[src/rtl/uart_rx_pkg.sv]
// uart_rx_pkg: UART timing constants shared with the transmitter, plus receiver helpers.
`ifndef UART_VH
`define UART_VH
`define UartDivCnt 15
`define UartDivCntW 4
`define UartBitCnt 8
`define UartBitCntW 3
`define UartHalfCnt (`UartDivCnt/2)
`endif

package uart_rx_pkg;
    localparam logic [`UartBitCntW-1:0] BitLast = `UartBitCntW'(`UartBitCnt - 1);

    function automatic logic maj3(input logic a, input logic b, input logic c);
        return (a & b) | (a & c) | (b & c);
    endfunction
endpackage

[src/rtl/uart_rx_sync.sv]
// sync_2ff: generic two-flop synchronizer with a configurable reset value.
module sync_2ff #(
    parameter logic RST_VAL = 1'b0
) (
    input  logic clk,
    input  logic rst,
    input  logic d,
    output logic q
);
    logic [1:0] sync_q, sync_d;

    always_comb sync_d = {sync_q[0], d};

    always_ff @(posedge clk or posedge rst) begin
        if (rst) sync_q <= {2{RST_VAL}};
        else     sync_q <= sync_d;
    end

    assign q = sync_q[1];
endmodule

[src/rtl/uart_rx.sv]
// uart_rx: 8N1 serial receiver with valid/ready byte output.
// Define UART_RX_MAJORITY_EN for 2-of-3 majority sampling (needs DIV_CNT >= 4).
module uart_rx
    import uart_rx_pkg::*;
#(
    parameter int DIV_CNT = `UartDivCnt,
    parameter int DIV_W   = `UartDivCntW
) (
    input  logic       clk,
    input  logic       rst,
    input  logic       rx,
    output logic [7:0] rx_data,
    output logic       rx_valid,
    input  logic       rx_ready,
    output logic       frame_err,
    output logic       overrun,
    output logic       rx_busy
);
    typedef enum logic [1:0] {IDLE, START, DATA, STOP} state_e;

    localparam logic [DIV_W-1:0] DivLast = DIV_W'(DIV_CNT);
    localparam logic [DIV_W-1:0] DivHalf = DIV_W'(DIV_CNT / 2);

    state_e                 state_q, state_d;
    logic [DIV_W-1:0]       div_q, div_d;
    logic [`UartBitCntW-1:0] bit_q, bit_d;
    logic [7:0]             shift_q, shift_d, data_q, data_d;
    logic                   valid_q, valid_d, ferr_q, ferr_d, ovr_q, ovr_d;
    logic                   prev_q, prev_d, rxs, samp;

    sync_2ff #(.RST_VAL(1'b1)) u_sync (.clk(clk), .rst(rst), .d(rx), .q(rxs));

`ifdef UART_RX_MAJORITY_EN
    logic prev2_q;
    always_ff @(posedge clk or posedge rst) begin
        if (rst) prev2_q <= 1'b1;
        else     prev2_q <= prev_q;
    end
    assign samp = maj3(rxs, prev_q, prev2_q);
`else
    assign samp = rxs;
`endif

    always_comb begin
        state_d = state_q;
        div_d   = div_q + 1'b1;
        bit_d   = bit_q;
        shift_d = shift_q;
        data_d  = data_q;
        valid_d = valid_q & ~rx_ready;
        ferr_d  = 1'b0;
        ovr_d   = 1'b0;
        prev_d  = rxs;
        case (state_q)
            IDLE: begin
                div_d = '0;
                // Edge-triggered so a held-low break cannot restart a frame
                if (prev_q && !rxs) state_d = START;
            end
            START: if (div_q == DivHalf) begin
                div_d   = '0;
                bit_d   = '0;
                state_d = samp ? IDLE : DATA;
            end
            DATA: if (div_q == DivLast) begin
                div_d   = '0;
                shift_d = {samp, shift_q[7:1]};
                bit_d   = bit_q + 1'b1;
                if (bit_q == BitLast) state_d = STOP;
            end
            STOP: if (div_q == DivLast) begin
                div_d   = '0;
                state_d = IDLE;
                if (!samp) ferr_d = 1'b1;
                else if (!valid_q || rx_ready) begin
                    data_d  = shift_q;
                    valid_d = 1'b1;
                end else ovr_d = 1'b1;
            end
            default: state_d = IDLE;
        endcase
    end

    always_ff @(posedge clk or posedge rst) begin
        if (rst) begin
            state_q <= IDLE;
            div_q   <= '0;
            bit_q   <= '0;
            shift_q <= '0;
            data_q  <= '0;
            valid_q <= 1'b0;
            ferr_q  <= 1'b0;
            ovr_q   <= 1'b0;
            prev_q  <= 1'b1;
        end else begin
            state_q <= state_d;
            div_q   <= div_d;
            bit_q   <= bit_d;
            shift_q <= shift_d;
            data_q  <= data_d;
            valid_q <= valid_d;
            ferr_q  <= ferr_d;
            ovr_q   <= ovr_d;
            prev_q  <= prev_d;
        end
    end

    assign rx_data   = data_q;
    assign rx_valid  = valid_q;
    assign frame_err = ferr_q;
    assign overrun   = ovr_q;
    assign rx_busy   = (state_q != IDLE);
endmodule

[config.mk]
export PLATFORM = sky130hd
export DESIGN_NAME = uart_rx
export DESIGN_NICKNAME = d
export VERILOG_FILES = /design/src/rtl/uart_rx_pkg.sv /design/src/rtl/uart_rx_sync.sv /design/src/rtl/uart_rx.sv
export SDC_FILE = /design/constraint.sdc
export NUM_CORES = 1
export LEC_CHECK = 0
export CAP_MARGIN = 15
export CORE_MARGIN = 5
export CORE_UTILIZATION = 55
export DETAILED_ROUTE_END_ITERATION = 12
export PLACE_DENSITY = 0.81
export SLEW_MARGIN = 20
export SYNTH_ARGS = -nofsm -noshare
export SYNTH_HDL_FRONTEND = slang
export SYNTH_SLANG_ARGS = --single-unit
[constraint.sdc]
create_clock -name clk -period 3.1 [get_ports clk]
set_input_delay 0.62 -clock clk [delete_from_list [all_inputs] [get_ports clk]]
set_output_delay 0.62 -clock clk [all_outputs]
set_load 0.05 [all_outputs]
### Word-level counts from Yosys, hierarchy flattened

Cells that the tools add are included.

* reductions and logical operators: 12
* equality and inequality tests: 11
* mux-type cells: 24
* add/subtract/negate cells: 2
* bitwise gates (word level): 2

Operator list (number)
* two-way mux 2 bit: 6
* one-hot mux 4 bit (3 select lines): 1
* two-way mux 1 bit: 11
* != test 2 bit, second input constant: 5
* two-way mux 4 bit: 2
* one-hot mux 2 bit (4 select lines): 1
* two-way mux 3 bit: 2
* one-hot mux 3 bit (2 select lines): 1
* AND reduction 5 bit: 1
* adder 4 x 1 -> 4 bit, second input constant: 1
* equality test 2 bit, second input constant: 2
* equality test 4 x 3 -> 1 bit, second input constant: 1
* equality test 4 bit, second input constant: 1
* AND reduction 4 bit: 1
* nonzero test 2 bit: 2
* adder 3 x 1 -> 3 bit, second input constant: 1
* equality test 3 bit, second input constant: 1
* AND reduction 3 bit: 1
* equality test 2 x 1 -> 1 bit, second input constant: 1
* logical NOT 1 bit: 2
* logical NOT 2 bit: 1
* AND reduction 2 bit: 1
* OR reduction 2 bit: 1
* AND 1 bit: 1
* other kinds (3): 3

* output and inout port bits: 12
* register bits: 31
* word-level logic and storage cells: 61

### Depth between registers and ports, before layout

Gate-level depths: netlist of run 1.

* word-level depth: 6
* mapped depth: 6

### By module

Synthesis of run 1 repeated with hierarchy kept, for this count alone.

* cell total of the unflattened synthesis: 99
* area total of the unflattened synthesis: 1330.0 um^2

By module, submodules not included
* uart_rx: area each 1273.7 um^2, times used 1, cells each 96, seq. area each 726.9 um^2
* sync_2ff: area each 56.3 um^2, times used 1, cells each 3, seq. area each 52.6 um^2

### Worst setup path after synthesis of run 1

Ideal clock, no wire load.

* path type: register to output
* start: register with a tool-made name
* end: output port rx_busy
* stages on the path, launching flop included: 4
* slack: 1.521 ns
* arrival time: 0.959 ns
* buffers on the path: 1
* data required time: 2.480 ns
* cells stage by stage: dfrtp_1 -> buf_4 -> nor2_1 -> inv_1

RTL lines
* to (decl): RTL line uart_rx.sv:17 `output logic rx_busy`

==> impl_metrics.toml, run 1 <==
[global_route]
grt_pass1_vias = 881
grt_start_max_net_pins = 32
grt_antenna_before_repair = 0
grt.overflow.total = 0
track_usage = 0.148
grt_pass1_wl_um = 3840

[clock_tree]
postCtsSetupBuffers = 0
cts.sink_count = 31
cts_buffer_depth = 2
cts-buffers-inserted = 5
clockRootBuffer = "clkbuf_4"
cts.clk_slew.worst_paths_ps = 90
h-tree-depth = 2
cts-hold-fix-buffers = 0
cts_tree = "yes"
clk_latency_ps = 320
cts_resized = 0

[synthesis]
synth_top_cell_area_share = 0.525
synthCells = 102
ys_top_cells_by_area = "dfrtp_1, mux2_2, dfstp_2"
async_flop_share = 1.00
yosysTopAreaCell = "dfrtp_1"
synthFlopType = "dfrtp_1"
synth_nets = 109
ys.warnings.count = 0
syn_avg_cell_area_um2 = 13.1
syn-cell-area_um2 = 1330
synth_edf_count = 0
ys_ff_latch = 31
seq_area_frac_synth = 0.584
synth_cell_types = 30

[die]
row_count = 17
chipHeight_um = 59.2
ios = 16
die_w_um = 59.2
initial_core_util = 0.592
die-area_um2 = 3510
core_area_um2 = 2250

[pwr]
powerDensity_nw_per_um2 = 601
ir_worst_vdd_mv = 0.426
leakagePower_nw = 0.728

[finish]
diodes = 0
final_core_util = 0.688
final_cell_mix = "dfrtp_1, mux2_2, clkdlybuf4s50_1"
final_common_cell = "dfrtp_1"
nNetsFinal = 126
drive_gt1_frac = 0.267
finalNonFillerCells = 148
area_growth_pct = 16.3

[routing]
route.detailed.drc = 0
via_per_inst = 5.55
ant_nets = 0
drt_iter0_markers = 12
drt-pass1-iter-count = 4
wl_um = 2110
post_drt_wl_per_cell_um = 14.3
num_vias = 821

[placed_design]
gp_congestion = 0.722
io_buffers = 15
dp_hpwl_um = 1490
dp_slack_ps = 959
placed_cells = 140

[sta]
drv_slew = 0
grt_setup_unrepaired = "no"
postLayoutSetupSlackWorst_ps = 613
max_slew.worst_pin.slew_ps = 551
fin_crit_ps = 2490
min_period_over_period = 0.802
setup_viol = 0
fin_skew_ps = 8.27
hold_ws_ps = 360
fin_tns_setup_ps = 0
max_slew_margin = 0.632
timing.fmax_mhz = 402
hold_viol = 0

[setup_path]
start_kind = "flop"
slowest_delay_ps = 700
worstPathArrival_ps = 1870
critPathMaxFanout = 10
critPathKind = "reg2out"
cp_cell_sequence = "nor2_1 > inv_1 > clkdlybuf4s50_1"
slowest_stage = "clkdlybuf4s50_1"
critPathCaptureType = "primary output"
cp.required_ps = 2480

[run_status]
status = "finished, final reports clean"

[worst_hold_path]
hold_path_class = "reg2reg"

[flow_run]
max-cap-violations = 0
==> cells by family (layout without fill, tap and decap cells) <==
family / after synthesis / after routing / share of synthesized area
flip-flops: 31 / 31 / 0.584
AND/OR/NAND/NOR: 25 / 25 / 0.129
multiplexers: 16 / 16 / 0.135
AO/OA/AOI/OAI: 14 / 14 / 0.0638
buffers and inverters: 11 / 29 / 0.0469
adder cells (fa/ha/maj): 3 / 3 / 0.0281
XOR/XNOR: 2 / 2 / 0.0131
==> final timing paths <==
check | endpoint | slack, ps | startpoint | cells after the start
worst max-delay path | rx_busy | 610 | flop | 3
worst min-delay path | u_sync.sync_q[1] | 360 | u_sync.sync_q[0] | 0
worst max register to register | shift_q[2] | 1160 | div_q[3] | 3
worst min register to register | u_sync.sync_q[1] | 360 | u_sync.sync_q[0] | 0
max in group asynchronous | u_sync.sync_q[1] | 2090 | rst | 3
min in group asynchronous | bit_q[1] | 690 | rst | 3
==> area by class of cell <==
type                            instances  area [um^2]
Fill cell                             170          703
Sequential cell                        31          779
Inverter                                5         18.8
Clock buffer                            8         68.8
Tap cell                               28         35.0
Timing Repair Buffer                   16          158
Multi-Input combinational cell         60          492
==> Yosys cell counts, types with 2 or more instances <==
master	instances
dfstp_2	3
nand2_1	2
nor2b_1	2
o21ai_0	2
nand3_1	5
a211oi_1	4
inv_1	5
a21oi_1	6
mux2_2	16
nor2_1	6
buf_6	2
dfrtp_1	28
ha_1	3
buf_2	2
==> flip-flops by register name, summed over array words and instances (netlist names), named ones only <==
register / cells
div_q: 4
state_q: 1
frame_err: 1
rx_data: 8
u_sync.sync_q: 2
prev_q: 1
overrun: 1
shift_q: 8
rx_valid: 1
bit_q: 3
==> power by group <==
part,total [mW],switching [mW],internal [mW]
clock,0.264,0.131,0.133
combinational,0.166,0.0917,0.0747
sequential,0.502,0.0584,0.443
total,0.932,0.281,0.651
==> per-stage QoR <==
step                      area (um^2)  power [mW]
after floorplan                  1330       0.649
after global placement           1480       0.670
after detailed placement         1480       0.678
after CTS                        1550       0.942
after global routing             1550       0.995
final                            1550       0.932
==> critical path, delay by kind of cell, from the launching register on <==
kind                   cells  cell delay [ps]
flip-flops                 1              470
buffers and inverters      2              780
AND/OR/NAND/NOR            1              290
==> layer usage <==
layer,global-route usage,wire length [um]
met1,0.188,975
met2,0.222,1030
met3,0.0566,67
met4,0.0647,37
met5,0,0
(Power assumes the default switching activity.)
==> run 2: changes to the inputs <==
Settings changed: CORE_UTILIZATION 55 to 48, PLACE_DENSITY 0.81 to 0.75.
Clock period 3.1 ns to 2.2 ns, I/O delays scaled along.
==> run 2 against run 1 <==
Effect of this change:
- power increased by 42%
- wire length increased by 0.24%
- die area increased by 12%
- core utilization decreased by 11 points
- sequential cell count unchanged
- first-iteration DRC count increased by 33%
- clock power increased by 39%
- global-route usage decreased by 2.2 points
- final cell count increased by 4.1%
- sequential power increased by 38%
- critical endpoint is now rx_data[4]
- largest cell class unchanged
==> impl_metrics.toml, run 2 (synthesized netlist as in run 1, its figures left out) <==
[finish]
fillCellCount = 242
diodes = 0
area_growth_pct = 18.2
final_cell_mix = "dfrtp_1, mux2_2, clkdlybuf4s50_1"
drive_gt1_frac = 0.285
nNetsFinal = 129
register_area_um2 = 779
multi_input_area_um2 = 492
final_common_cell = "dfrtp_1"

[global_route]
grt_pass1_vias = 869
grt_pass1_wl_um = 3870
grt_antenna_before_repair = 0
grt.overflow.total = 0
grt_start_max_net_pins = 32
track_usage = 0.126

[pwr]
ir_worst_vdd_mv = 0.640
power.clock.fraction = 0.277
power_frac_comb = 0.197
p_switching_uw = 395
pwr-share-seq = 0.526
swShare = 0.299
internal_power_uw = 927
leakagePower_nw = 0.743
powerDensity_nw_per_um2 = 839

[setup_path]
critPathKind = "reg2out"
cp_top_family = "buffers and inverters"
slowest_stage = "clkdlybuf4s50_1"
cp.required_ps = 1760
start_kind = "flop"
critPathCaptureType = "primary output"
cp_cell_sequence = "clkdlybuf4s50_1"
worstPathArrival_ps = 1500
crit_buf_inv = 1
slowest_delay_ps = 820
critPathMaxFanout = 2

[clock_tree]
cts-buffers-inserted = 5
clockRootBuffer = "clkbuf_4"
cts.sink_count = 31
cts-hold-fix-buffers = 0
cts_buffer_depth = 2
cts.clk_slew.worst_paths_ps = 90
cts_tree = "yes"
clk_latency_ps = 310
h-tree-depth = 2

[die]
die-area_um2 = 3930
chipHeight_um = 62.7
ios = 16
core_area_um2 = 2710
die_w_um = 62.7
initial_core_util = 0.492
row_count = 19

[routing]
drt-pass1-iter-count = 4
ant_nets = 0
drt_iter0_markers = 16
wl_um = 2120
route.detailed.drc = 0
via_per_inst = 5.36
num_vias = 825
post_drt_wl_per_cell_um = 13.7

[sta]
fin_crit_ps = 1940
max_slew_margin = 0.659
fin_skew_ps = 5.33
setup_viol = 0
hold_viol = 0
fin_tns_setup_ps = 0
drv_slew = 0
max_slew.worst_pin.slew_ps = 510
timing.fmax_mhz = 516
grt_setup_unrepaired = "no"
hold_ws_ps = 359
min_period_over_period = 0.880

[flow_run]
max-cap-violations = 0

[placed_design]
gp_congestion = 0.749
io_buffers = 15
dp_hpwl_um = 1500

[worst_hold_path]
hold_path_class = "reg2reg"

[run_status]
status = "finished, final reports clean"
==> run 2: power by group through the flow <==
stage	combinational, mW	sequential, mW	clock (mW)
CTS	0.262	0.695	0.388
floorplan	0.247	0.667	0
global route	0.293	0.707	0.417
detailed placement	0.264	0.706	0
finish	0.260	0.695	0.367
global placement	0.256	0.700	0
==> run 2: worst register-to-register path, cell delays in order, from the launching register on <==
cell and delay, ps:
dfrtp_1 380, ha_1 330, nand2_1 160, nor3b_4 460, mux2_2 400
==> run 2: metrics by stage <==
stage	power (mW)	area, um^2	setup slack [ps]	utilization	std cells
after global routing	1.42	1580	176	0.582	154
after floorplan	0.914	1330	639	-	102
after detailed placement	0.970	1510	362	0.557	146
after global placement	0.956	1510	390	0.557	146
final	1.32	1580	264	0.582	154
after CTS	1.34	1580	232	0.582	154
==> run 2: layer usage <==
metal	part of all wire	up-vias	global-route usage
met2	0.49	20	0.201
met1	0.44	404	0.147
met5	0	-	0
li1	-	397	-
met3	0.060	4	0.0576
met4	0.010	0	0.0477
==> run 2: worst paths after layout <==
check	slack, ps	cells past startpoint	to	from
worst max-delay path	260	1	rx_data[4]	rx_data[4]
worst min-delay path	360	0	u_sync.sync_q[1]	u_sync.sync_q[0]
worst max register to register	360	4	shift_q[6]	div_q[0]
worst min register to register	360	0	u_sync.sync_q[1]	u_sync.sync_q[0]
max in group asynchronous	1380	3	u_sync.sync_q[1]	rst
min in group asynchronous	490	3	bit_q[0]	rst
==> run 2: final cells by class <==
| type | instances | share of cell area |
|---|---|---|
| Tap cell | 31 | 0.0246 |
| Clock buffer | 8 | 0.0437 |
| Sequential cell | 31 | 0.494 |
| Timing Repair Buffer | 19 | 0.113 |
| Multi-Input combinational cell | 60 | 0.312 |
| Inverter | 5 | 0.0119 |
==> run 2: repair_timing <==
item / CTS / global route
setup buffers: 0 / 0
resized for setup: 1 / 0
setup endpoints to repair: 1 / 0
endpoints found under the hold margin: 0 / 0
==> run 3: changes to the inputs <==
Settings changed: CORE_ASPECT_RATIO from default to 1.1.
==> run 3 against run 2 <==
Effect of this change:
- via count fell by 0.24%
- power grew 0.59%
- hold slack gained 3.0 ps
- non-clock buffer count did not move
- combinational power rose by 2%
- maximum frequency up 0.74%
- sequential cell count stayed put
- critical endpoint is now rx_busy
- largest cell class unchanged
- highest routed layer unchanged
==> impl_metrics.toml, run 3 (synthesized netlist as in run 1, its figures left out) <==
[placed_design]
io_buffers = 15
gp_congestion = 0.724
placed_cells = 148
dp_hpwl_um = 1550
dp_slack_ps = 356

[pwr]
leakagePower_nw = 0.747
powerDensity_nw_per_um2 = 836
ir_worst_vdd_mv = 0.573
power_mw = 1.33

[flow_run]
max-cap-violations = 0

[setup_path]
regToRegSetupSlack_ps = 390
critPathKind = "reg2out"
r2r_end = "shift_q[2]"
start_kind = "flop"
cp.required_ps = 1760
rr_startpoint = "div_q[0]"
critPathCaptureType = "primary output"
worstPathArrival_ps = 1480
worstRegToRegCells = 4
critPathMaxFanout = 8

[finish]
finalNonFillerCells = 156
drive_gt1_frac = 0.285
fillCellCount = 210
diodes = 0
area_growth_pct = 19.3
nNetsFinal = 129
final_cell_mix = "dfrtp_1, mux2_2, clkdlybuf4s50_1"
final_core_util = 0.583
final_common_cell = "dfrtp_1"

[global_route]
grt_pass1_vias = 864
grt_start_max_net_pins = 25
grt_antenna_before_repair = 0
grt.overflow.total = 0
track_usage = 0.135
grt_pass1_wl_um = 3880

[die]
die_w_um = 60.3
row_count = 20
core_area_um2 = 2730
chipHeight_um = 65.3
ios = 16
die-area_um2 = 3930
initial_core_util = 0.489

[routing]
ant_nets = 0
drt_iter0_markers = 16
num_vias = 823
via_per_inst = 5.28
drt-pass1-iter-count = 4
wl_um = 2150
post_drt_wl_per_cell_um = 13.8
route.detailed.drc = 0

[clock_tree]
clk_latency_ps = 320
cts_buffer_depth = 2
h-tree-depth = 2
cts_tree = "yes"
clockRootBuffer = "clkbuf_4"
cts-hold-fix-buffers = 0
postCtsSetupBuffers = 0
cts.sink_count = 31
cts.clk_slew.worst_paths_ps = 90
cts-buffers-inserted = 5

[sta]
min_period_over_period = 0.874
timing.fmax_mhz = 520
postLayoutSetupSlackWorst_ps = 278
max_slew_margin = 0.665
drv_slew = 0
fin_tns_setup_ps = 0
hold_viol = 0
fin_skew_ps = 9.73
max_slew.worst_pin.slew_ps = 501
fin_crit_ps = 1920
grt_setup_unrepaired = "no"
setup_viol = 0

[run_status]
status = "finished, final reports clean"

[worst_hold_path]
hold_path_class = "in2async"
-- run 3: cell counts in the layout (fill, tap and decap cells not counted) --
Identical to the previous run, type by type.
-- run 3: where the power goes --
group / switching [mW] / leakage, nW / internal, mW
logic: 0.150 / 0.297 / 0.116
clock network: 0.181 / 0.0386 / 0.188
registers: 0.0706 / 0.412 / 0.625
-- run 3: cell type report --
cell class / count / area [um^2] / share of cell area
inverters: 5 / 18.8 / 0.0118
multi-input cells: 60 / 492 / 0.309
flip-flops and latches: 31 / 779 / 0.490
well taps: 33 / 41.3 / 0.0259
repair buffers: 19 / 191 / 0.120
clock buffers: 8 / 68.8 / 0.0432
-- run 3: worst max-delay path: stages (launching register included) --
cell,delay [ps]
dfrtp_1,500
nor2_1,100
inv_1,50
dlygate4sd2_1,510
-- run 3: metrics by stage --
| stage | hold WS, ps | instance area [um^2] |
|---|---|---|
| after floorplan | 345 | 1330 |
| after global placement | 347 | 1520 |
| after CTS | 353 | 1590 |
| final | 362 | 1590 |
| after global routing | 369 | 1590 |
| after detailed placement | 351 | 1520 |
-- run 3: timing repair --
action | CTS | global route
resized for setup | 1 | 0
hold endpoints to repair | 0 | 0
endpoints found under the setup margin | 1 | 0
-- run 3: how the worst max path moves through the flow --
stage | start | endpoint | depth (start not counted)
5_1_grt | state_q[0] | rx_busy | 3
4_1_cts | rx_data[7] | rx_data[7] | 1
2_1_floorplan | div_q[0] | rx_data[0] | 6
3_5_place_dp | state_q[0] | rx_busy | 3
6_report | state_q[0] | rx_busy | 3
3_3_place_gp | state_q[0] | rx_busy | 3
-- run 3: layer usage --
metal / vias to the layer above / wire length, um / part of all wire / GRT usage
li1: 400 / - / - / -
met1: 404 / 936 / 0.43 / 0.165
met2: 14 / 1070 / 0.50 / 0.200
met3: 5 / 87 / 0.040 / 0.0530
met4: 0 / 57 / 0.026 / 0.0748
met5: - / 0 / 0 / 0
